--- src/rtl/fetch_icache_arbiter.sv ---
// rtl/fetch_icache_arbiter.sv - shares one icache port among two fetch slots and a loader
// Loader writes win outright; fetch slots alternate on ties and each buffers one response.
module fetch_icache_arbiter #(
  parameter int ADDR_W = 12,
  parameter int DATA_W = 32,
  parameter int PC_W   = 64
) (
  input  logic              clk,
  input  logic              reset,
  input  logic              req0_valid,
  input  logic [PC_W-1:0]   req0_pc,
  output logic              req0_ready,
  output logic              rsp0_valid,
  output logic [DATA_W-1:0] rsp0_data,
  input  logic              rsp0_ready,
  input  logic              req1_valid,
  input  logic [PC_W-1:0]   req1_pc,
  output logic              req1_ready,
  output logic              rsp1_valid,
  output logic [DATA_W-1:0] rsp1_data,
  input  logic              rsp1_ready,
  input  logic              ld_valid,
  input  logic [ADDR_W-1:0] ld_addr,
  input  logic [DATA_W-1:0] ld_data,
  output logic              ld_ready,
  output logic              mem_en,
  output logic              mem_we,
  output logic [ADDR_W-1:0] mem_addr,
  output logic [DATA_W-1:0] mem_wdata,
  input  logic [DATA_W-1:0] mem_rdata
);

  typedef enum logic [1:0] {
    S_IDLE = 2'd0,
    S_WAIT = 2'd1,
    S_HOLD = 2'd2
  } slot_state_t;

  slot_state_t       r_state0;
  slot_state_t       r_state1;
  slot_state_t       w_state0_nxt;
  slot_state_t       w_state1_nxt;
  logic [DATA_W-1:0] r_rsp0_data;
  logic [DATA_W-1:0] r_rsp1_data;
  logic              r_last_grant;
  logic              w_last_grant_nxt;
  logic              w_can0;
  logic              w_can1;
  logic              w_cand0;
  logic              w_cand1;
  logic              w_grant0;
  logic              w_grant1;
  logic              w_unused_pc;

  // Only the low ADDR_W bits of a PC index the array; the rest wrap away.
  assign w_unused_pc = ^{req0_pc[PC_W-1:ADDR_W], req1_pc[PC_W-1:ADDR_W]};

  function automatic slot_state_t slot_next(input slot_state_t cur,
                                            input logic        rsp_ready,
                                            input logic        accept);
    slot_state_t nxt;
    nxt = cur;
    case (cur)
      S_IDLE: if (accept) nxt = S_WAIT;
      S_WAIT: nxt = S_HOLD;
      S_HOLD: begin
        if (rsp_ready) nxt = accept ? S_WAIT : S_IDLE;
      end
      default: nxt = S_IDLE;
    endcase
    return nxt;
  endfunction

  always_comb begin
    w_can0           = 1'b0;
    w_can1           = 1'b0;
    w_cand0          = 1'b0;
    w_cand1          = 1'b0;
    w_grant0         = 1'b0;
    w_grant1         = 1'b0;
    w_last_grant_nxt = r_last_grant;
    w_state0_nxt     = r_state0;
    w_state1_nxt     = r_state1;

    // A slot can take a new read if its buffer is empty or drains this cycle.
    w_can0  = (r_state0 == S_IDLE) | ((r_state0 == S_HOLD) & rsp0_ready);
    w_can1  = (r_state1 == S_IDLE) | ((r_state1 == S_HOLD) & rsp1_ready);
    w_cand0 = ~ld_valid & req0_valid & w_can0;
    w_cand1 = ~ld_valid & req1_valid & w_can1;

    w_grant0 = w_cand0 & (~w_cand1 | r_last_grant);
    w_grant1 = w_cand1 & (~w_cand0 | ~r_last_grant);

    if (w_grant0) w_last_grant_nxt = 1'b0;
    else if (w_grant1) w_last_grant_nxt = 1'b1;

    w_state0_nxt = slot_next(r_state0, rsp0_ready, w_grant0);
    w_state1_nxt = slot_next(r_state1, rsp1_ready, w_grant1);
  end

  always_comb begin
    req0_ready = w_grant0;
    req1_ready = w_grant1;
    ld_ready   = ld_valid;
    mem_en     = ld_valid | w_grant0 | w_grant1;
    mem_we     = ld_valid;
    mem_addr   = '0;
    mem_wdata  = '0;
    if (ld_valid) begin
      mem_addr  = ld_addr;
      mem_wdata = ld_data;
    end else if (w_grant0) begin
      mem_addr = req0_pc[ADDR_W-1:0];
    end else if (w_grant1) begin
      mem_addr = req1_pc[ADDR_W-1:0];
    end
  end

  always_ff @(posedge clk or posedge reset) begin
    if (reset) begin
      r_state0     <= S_IDLE;
      r_state1     <= S_IDLE;
      r_rsp0_data  <= '0;
      r_rsp1_data  <= '0;
      r_last_grant <= 1'b1;
    end else begin
      r_state0     <= w_state0_nxt;
      r_state1     <= w_state1_nxt;
      r_last_grant <= w_last_grant_nxt;
      // Read data arrives the cycle after issue, i.e. while the slot sits in WAIT.
      if (r_state0 == S_WAIT) r_rsp0_data <= mem_rdata;
      if (r_state1 == S_WAIT) r_rsp1_data <= mem_rdata;
    end
  end

  assign rsp0_valid = (r_state0 == S_HOLD);
  assign rsp1_valid = (r_state1 == S_HOLD);
  assign rsp0_data  = r_rsp0_data;
  assign rsp1_data  = r_rsp1_data;

endmodule

--- config.mk ---
export PLATFORM = sky130hd
export DESIGN_NAME = fetch_icache_arbiter
export DESIGN_NICKNAME = d
export VERILOG_FILES = /design/src/rtl/fetch_icache_arbiter.sv
export SDC_FILE = /design/constraint.sdc
export NUM_CORES = 1
export LEC_CHECK = 0
export ABC_AREA = 1
export BUFFER_PORTS_ARGS = -buffer_cell sky130_fd_sc_hd__buf_2
export CAP_MARGIN = 15
export CORE_AREA = 2 2 127 129
export DETAILED_ROUTE_END_ITERATION = 7
export DIE_AREA = 0 0 129 131
export PLACE_DENSITY = 0.51
export SYNTH_ARGS = -nofsm -noshare
export SYNTH_HDL_FRONTEND = slang
export SYNTH_SLANG_ARGS = --single-unit
export TNS_END_PERCENT = 10
--- constraint.sdc ---
create_clock -name clk -period 1.95 [get_ports clk]
set_input_delay 0.195 -clock clk [delete_from_list [all_inputs] [get_ports clk]]
set_output_delay 0.195 -clock clk [all_outputs]
set_load 0.1 [all_outputs]
**After elaboration in Yosys (flattened, before gate mapping)**

Index checks and enable logic that the tools add are counted.

- Register bits after elaboration: 69
- Output and inout bits: 115
- Word-level logic and storage cells: 50

- Equality and inequality tests: 8
- Mux-type cells: 14
- Bitwise logic cells: 18
- Reductions and logical operators: 5

Operators with widths:

| operator | number |
|---|---|
| $mux W12 | 3 |
| $mux W32 | 1 |
| $pmux W2 S3 | 2 |
| $and A1 B1 Y1 | 8 |
| $mux W2 | 4 |
| $or A1 B1 Y1 | 6 |
| $eq A2 B1 Y1 const B | 2 |
| $eq A2 B2 Y1 const B | 2 |
| $logic_not A2 Y1 | 2 |
| $mux W1 | 4 |
| $ne A2 B1 Y1 const B | 2 |
| $ne A2 B2 Y1 const B | 2 |
| $not A1 Y1 | 4 |
| $reduce_and A2 Y1 | 2 |
| $reduce_bool A2 Y1 | 1 |

**Depth between registers and ports, before layout**

- Depth after elaboration: 10
- Depth in mapped cells: 7
- Gate-level depth less buffers: 6

**Worst setup path after synthesis**

No wires, ideal clock.

- Path type: flip-flop to output port
- From: reg r_state0[0]
- To: out rsp0_valid
- Data arrival time: 1.688 ns
- Data required time: 1.755 ns
- Path slack: 0.067 ns
- Cell stages (with the launch flop): 2
- Buffers on the path: 0
- Cell sequence: dfrtp_1 nor2_1

- Word-level cells in the longest chain between the ends: 1

Ends and longest elaborated chain:

| element | RTL line | RTL |
|---|---|---|
| start, declared | 39 | `slot_state_t r_state0;` |
| start signal, assigned | 127 | `r_state0 <= w_state0_nxt;` |
| $eq A2 B2 Y1 | 136 | `assign rsp0_valid = (r_state0 == S_HOLD);` |
| end, declared | 13 | `output logic rsp0_valid,` |

No other way between the ends.

**Final worst setup path**

- From: reg r_state1[0]
- To: out mem_addr[0]

- Word-level cells in the longest chain between the ends: 9

Ends and longest elaborated chain:

| element | RTL line | RTL |
|---|---|---|
| start, declared | 40 | `slot_state_t r_state1;` |
| start signal, assigned | 128 | `r_state1 <= w_state1_nxt;` |
| $eq A2 B2 Y1 | 87 | `w_can1 = (r_state1 == S_IDLE) \| ((r_state1 == S_HOLD) & rsp1_ready);` |
| $and A1 B1 Y1 | 87 |  |
| $or A1 B1 Y1 * | 87 |  |
| $and A1 B1 Y1 * | 89 | `w_cand1 = ~ld_valid & req1_valid & w_can1;` |
| $not A1 Y1 | 91 | `w_grant0 = w_cand0 & (~w_cand1 \| r_last_grant);` |
| $or A1 B1 Y1 | 91 |  |
| $and A1 B1 Y1 | 91 |  |
| $mux W12 * | 112 | `end else if (w_grant0) begin` |
| $mux W12 * | 109 | `if (ld_valid) begin` |
| end, declared | 28 | `output logic [ADDR_W-1:0] mem_addr,` |

Every way passes the cells marked *; elsewhere a longest branch is shown, timed or not.

==> flow_summary.json <==
{
  "status": "complete, no violations",
  "hold_violations": 0,
  "path_cells": "nor2_4, nand2_2, nor2_4, buf_6, nand3_1, nand3_1, buf_12",
  "min_to": "rsp0_data[8]",
  "grt_first_pass_wirelength_um": 17200,
  "yosysWarningCount": 0,
  "crit_type": "flip-flop to output port",
  "area_growth_pct": 63.9,
  "clk_pin_slew_worst_paths_ns": 0.06,
  "slew_headroom_pct": 64.1,
  "cp.arrival_ns": 1.64,
  "crit_buf_inv": 2,
  "dr_total_vias": 3340,
  "die-width_um": 129,
  "rrSetupSlack_ns": 0.56,
  "die_h_um": 131,
  "max_stage_delay_ns": 0.44,
  "period_share_pct": 94.2,
  "antenna_found_initial": 2,
  "num_rows": 46,
  "syn_area_um2": 3370,
  "start_util_pct": 21.6,
  "gp_congestion": 0.867,
  "hold_ws_ns": 0.123,
  "fmax_mhz": 544,
  "cp_slowest_cell": "dfrtp_2",
  "track_usage_pct": 13.4,
  "grt.overflow.total": 0,
  "cp_top_family": "simple AND/OR/NAND/NOR gates",
  "core_area_um2": 15600,
  "cap_violations": 0,
  "synth_top_area_cell": "dfrtp_1",
  "p_sw_mw": 6.05,
  "clock-sinks": 69,
  "cp-start-kind": "flip-flop",
  "cts_buffer_depth": 2,
  "tns_ns": 0,
  "cts_tree": "built",
  "synth_top_area_share_pct": 50.5,
  "post-route-min-period_ns": 1.84,
  "cts-buffers-inserted": 9,
  "p_comb_share_pct": 62.4,
  "slew_violations": 0,
  "synth_cells": 398,
  "seq_area_frac_synth_pct": 51.3,
  "synthTopCellsByArea": "dfrtp_1 51%, nand2_1 13%, inv_1 8.4%",
  "dr.first_iter.drc_count": 154,
  "hpwl_um": 9180,
  "avgSynthCellArea_um2": 8.46,
  "setup_viol": 0,
  "switching_share_pct": 61.3,
  "rr_endpoint": "rsp0_data[13]",
  "p_int_mw": 3.82,
  "io_pins": 326,
  "htreeDepth": 3,
  "clk_latency_ns": 0.33,
  "drtPass1Iterations": 4,
  "antenna_left": 0,
  "timing.rr.start": "r_state0[0]",
  "drc": 0,
  "grt_max_degree": 58,
  "die_area_um2": 16900,
  "min_path_type": "input port to flip-flop",
  "p_clk_share_pct": 15.1,
  "tightest_slew_ns": 0.538,
  "rsz0062_at_grt": "no",
  "post_drt_wl_per_cell_um": 13.5,
  "hold_start": "mem_rdata[8]",
  "leakage_nw": 3.18,
  "synth_nets": 609,
  "final_core_util_pct": 35.4,
  "p_per_area_nw_per_um2": 1790,
  "via_per_inst": 3.96,
  "critPathCaptureType": "output port",
  "r2r_cells": 4,
  "drt-total-wl_um": 11400,
  "critPathRequiredTime_ns": 1.75,
  "grt_pass1_vias": 3362,
  "ir_drop_uv": 843,
  "skew_ns": 0.00539,
  "layout-drive-gt1-share_pct": 45.6,
  "cts_root_buffer": "clkbuf_16",
  "seq_power_share_pct": 22.5,
  "io_buffer_count": 221,
  "synth.distinct_cells": 23,
  "whs_path_depth": 3,
  "total_power_mw": 9.87,
  "synth-seq-cells": 69,
  "cp_max_fo": 10,
  "fin_nets": 833
}
==> power groups by stage <==
stage | logic [mW] | clock network [mW] | registers [mW]
6_report | 6.15 | 1.49 | 2.22
3_5_place_dp | 6.14 | 0 | 2.24
4_1_cts | 6.17 | 1.55 | 2.22
2_1_floorplan | 1.29 | 0 | 5.93
3_3_place_gp | 6.13 | 0 | 2.22
5_1_grt | 6.39 | 1.61 | 2.29
==> layer usage <==
layer	part of all wire, %	up-vias	global-route usage, %	wire [µm]
li1	-	1671	-	-
met1	39	1479	14.5	4460
met2	50	176	24.6	5680
met3	9.3	14	4.89	1060
met4	1.8	0	4.28	201
met5	0	-	0	0
==> worst min-delay path: stages <==
cell     delay [ns]
buf_2          0.09
inv_1          0.06
o21ai_1        0.06
==> timing repair <==
| action | CTS | global route |
|---|---|---|
| setup buffers | 5 | 2 |
| endpoints found under the hold margin | 22 | 0 |
| pin swaps | 2 | 4 |
| hold buffers | 1 | 0 |
| gates cloned | 0 | 1 |
| endpoints found under the setup margin | 14 | 13 |
| gates resized for setup | 1 | 8 |
==> how the worst max path moves through the flow <==
stage                startpoint            to  slack [ns]  cells past startpoint
finish              r_state1[0]   mem_addr[0]        0.11                      7
global placement    r_state1[0]  mem_addr[11]        0.29                      6
detailed placement  r_state1[0]  mem_addr[11]        0.28                      6
floorplan                 reset   r_state0[0]        0.02                      1
global route        r_state1[0]  mem_addr[11]        0.01                      7
CTS                 r_state1[0]   mem_addr[0]        0.01                      7
==> kinds of logic (layout without fill, tap and decap cells) <==
logic type / count (synthesis) / count (layout) / synth area share, %
buffers and inverters: 100 / 329 / 14.6
DFF: 69 / 69 / 51.3
other: 0 / 1 / 0
and+or+nand+nor: 162 / 162 / 24.1
AOI/OAI and AO/OA: 67 / 67 / 10.0
==> cells in the final DEF (no fill, tap or decap), drive strengths merged, types with 2 or more instances in the layout <==
cell	synthesis	routed
and2	2	2
buf	22	237
clkbuf	3	10
clkinv	0	4
clkinvlp	0	2
dfrtp	68	68
inv	75	75
nand2	115	115
nand3	38	38
nor2	6	6
o21ai	66	66
==> cell usage after synthesis <==
cell / instances
nand2_1: 113
inv_1: 75
dfrtp_1: 68
o21ai_1: 35
o21ai_0: 31
nand3_1: 20
nand3_2: 18
buf_2: 8
buf_6: 8
buf_4: 5
and2_1: 2
clkbuf_1: 2
nor2_1: 2
nor2_4: 2
buf_12: 1
clkbuf_8: 1
dfstp_2: 1
nand2_2: 1
nand2_4: 1
nand4_4: 1
nor2_2: 1
nor2_8: 1
o21a_1: 1
==> layout make-up <==
class,instances,area [µm²]
Timing Repair Buffer,238,1790
Antenna cell,1,2.50
Inverter,75,282
Fill cell,1682,10100
Clock inverter,6,38.8
Sequential cell,69,1730
Clock buffer,10,239
Tap cell,216,270
Multi-Input combinational cell,229,1170
==> state kept, by name (all words and copies together), names as in the netlist <==
signal / count
r_state0: 2
rsp1_data: 32
rsp0_data: 32
r_last_grant: 1
r_state1: 2
==> metrics by stage <==
stage,cell area (µm²),worst slack [ns],cells
after floorplan,3370,0.0168,398
after global placement,5130,0.293,818
after detailed placement,5130,0.284,818
after CTS,5470,0.0142,840
after global routing,5520,0.0140,843
final,5520,0.113,844
Note: power is estimated with default switching activity, not from simulation.
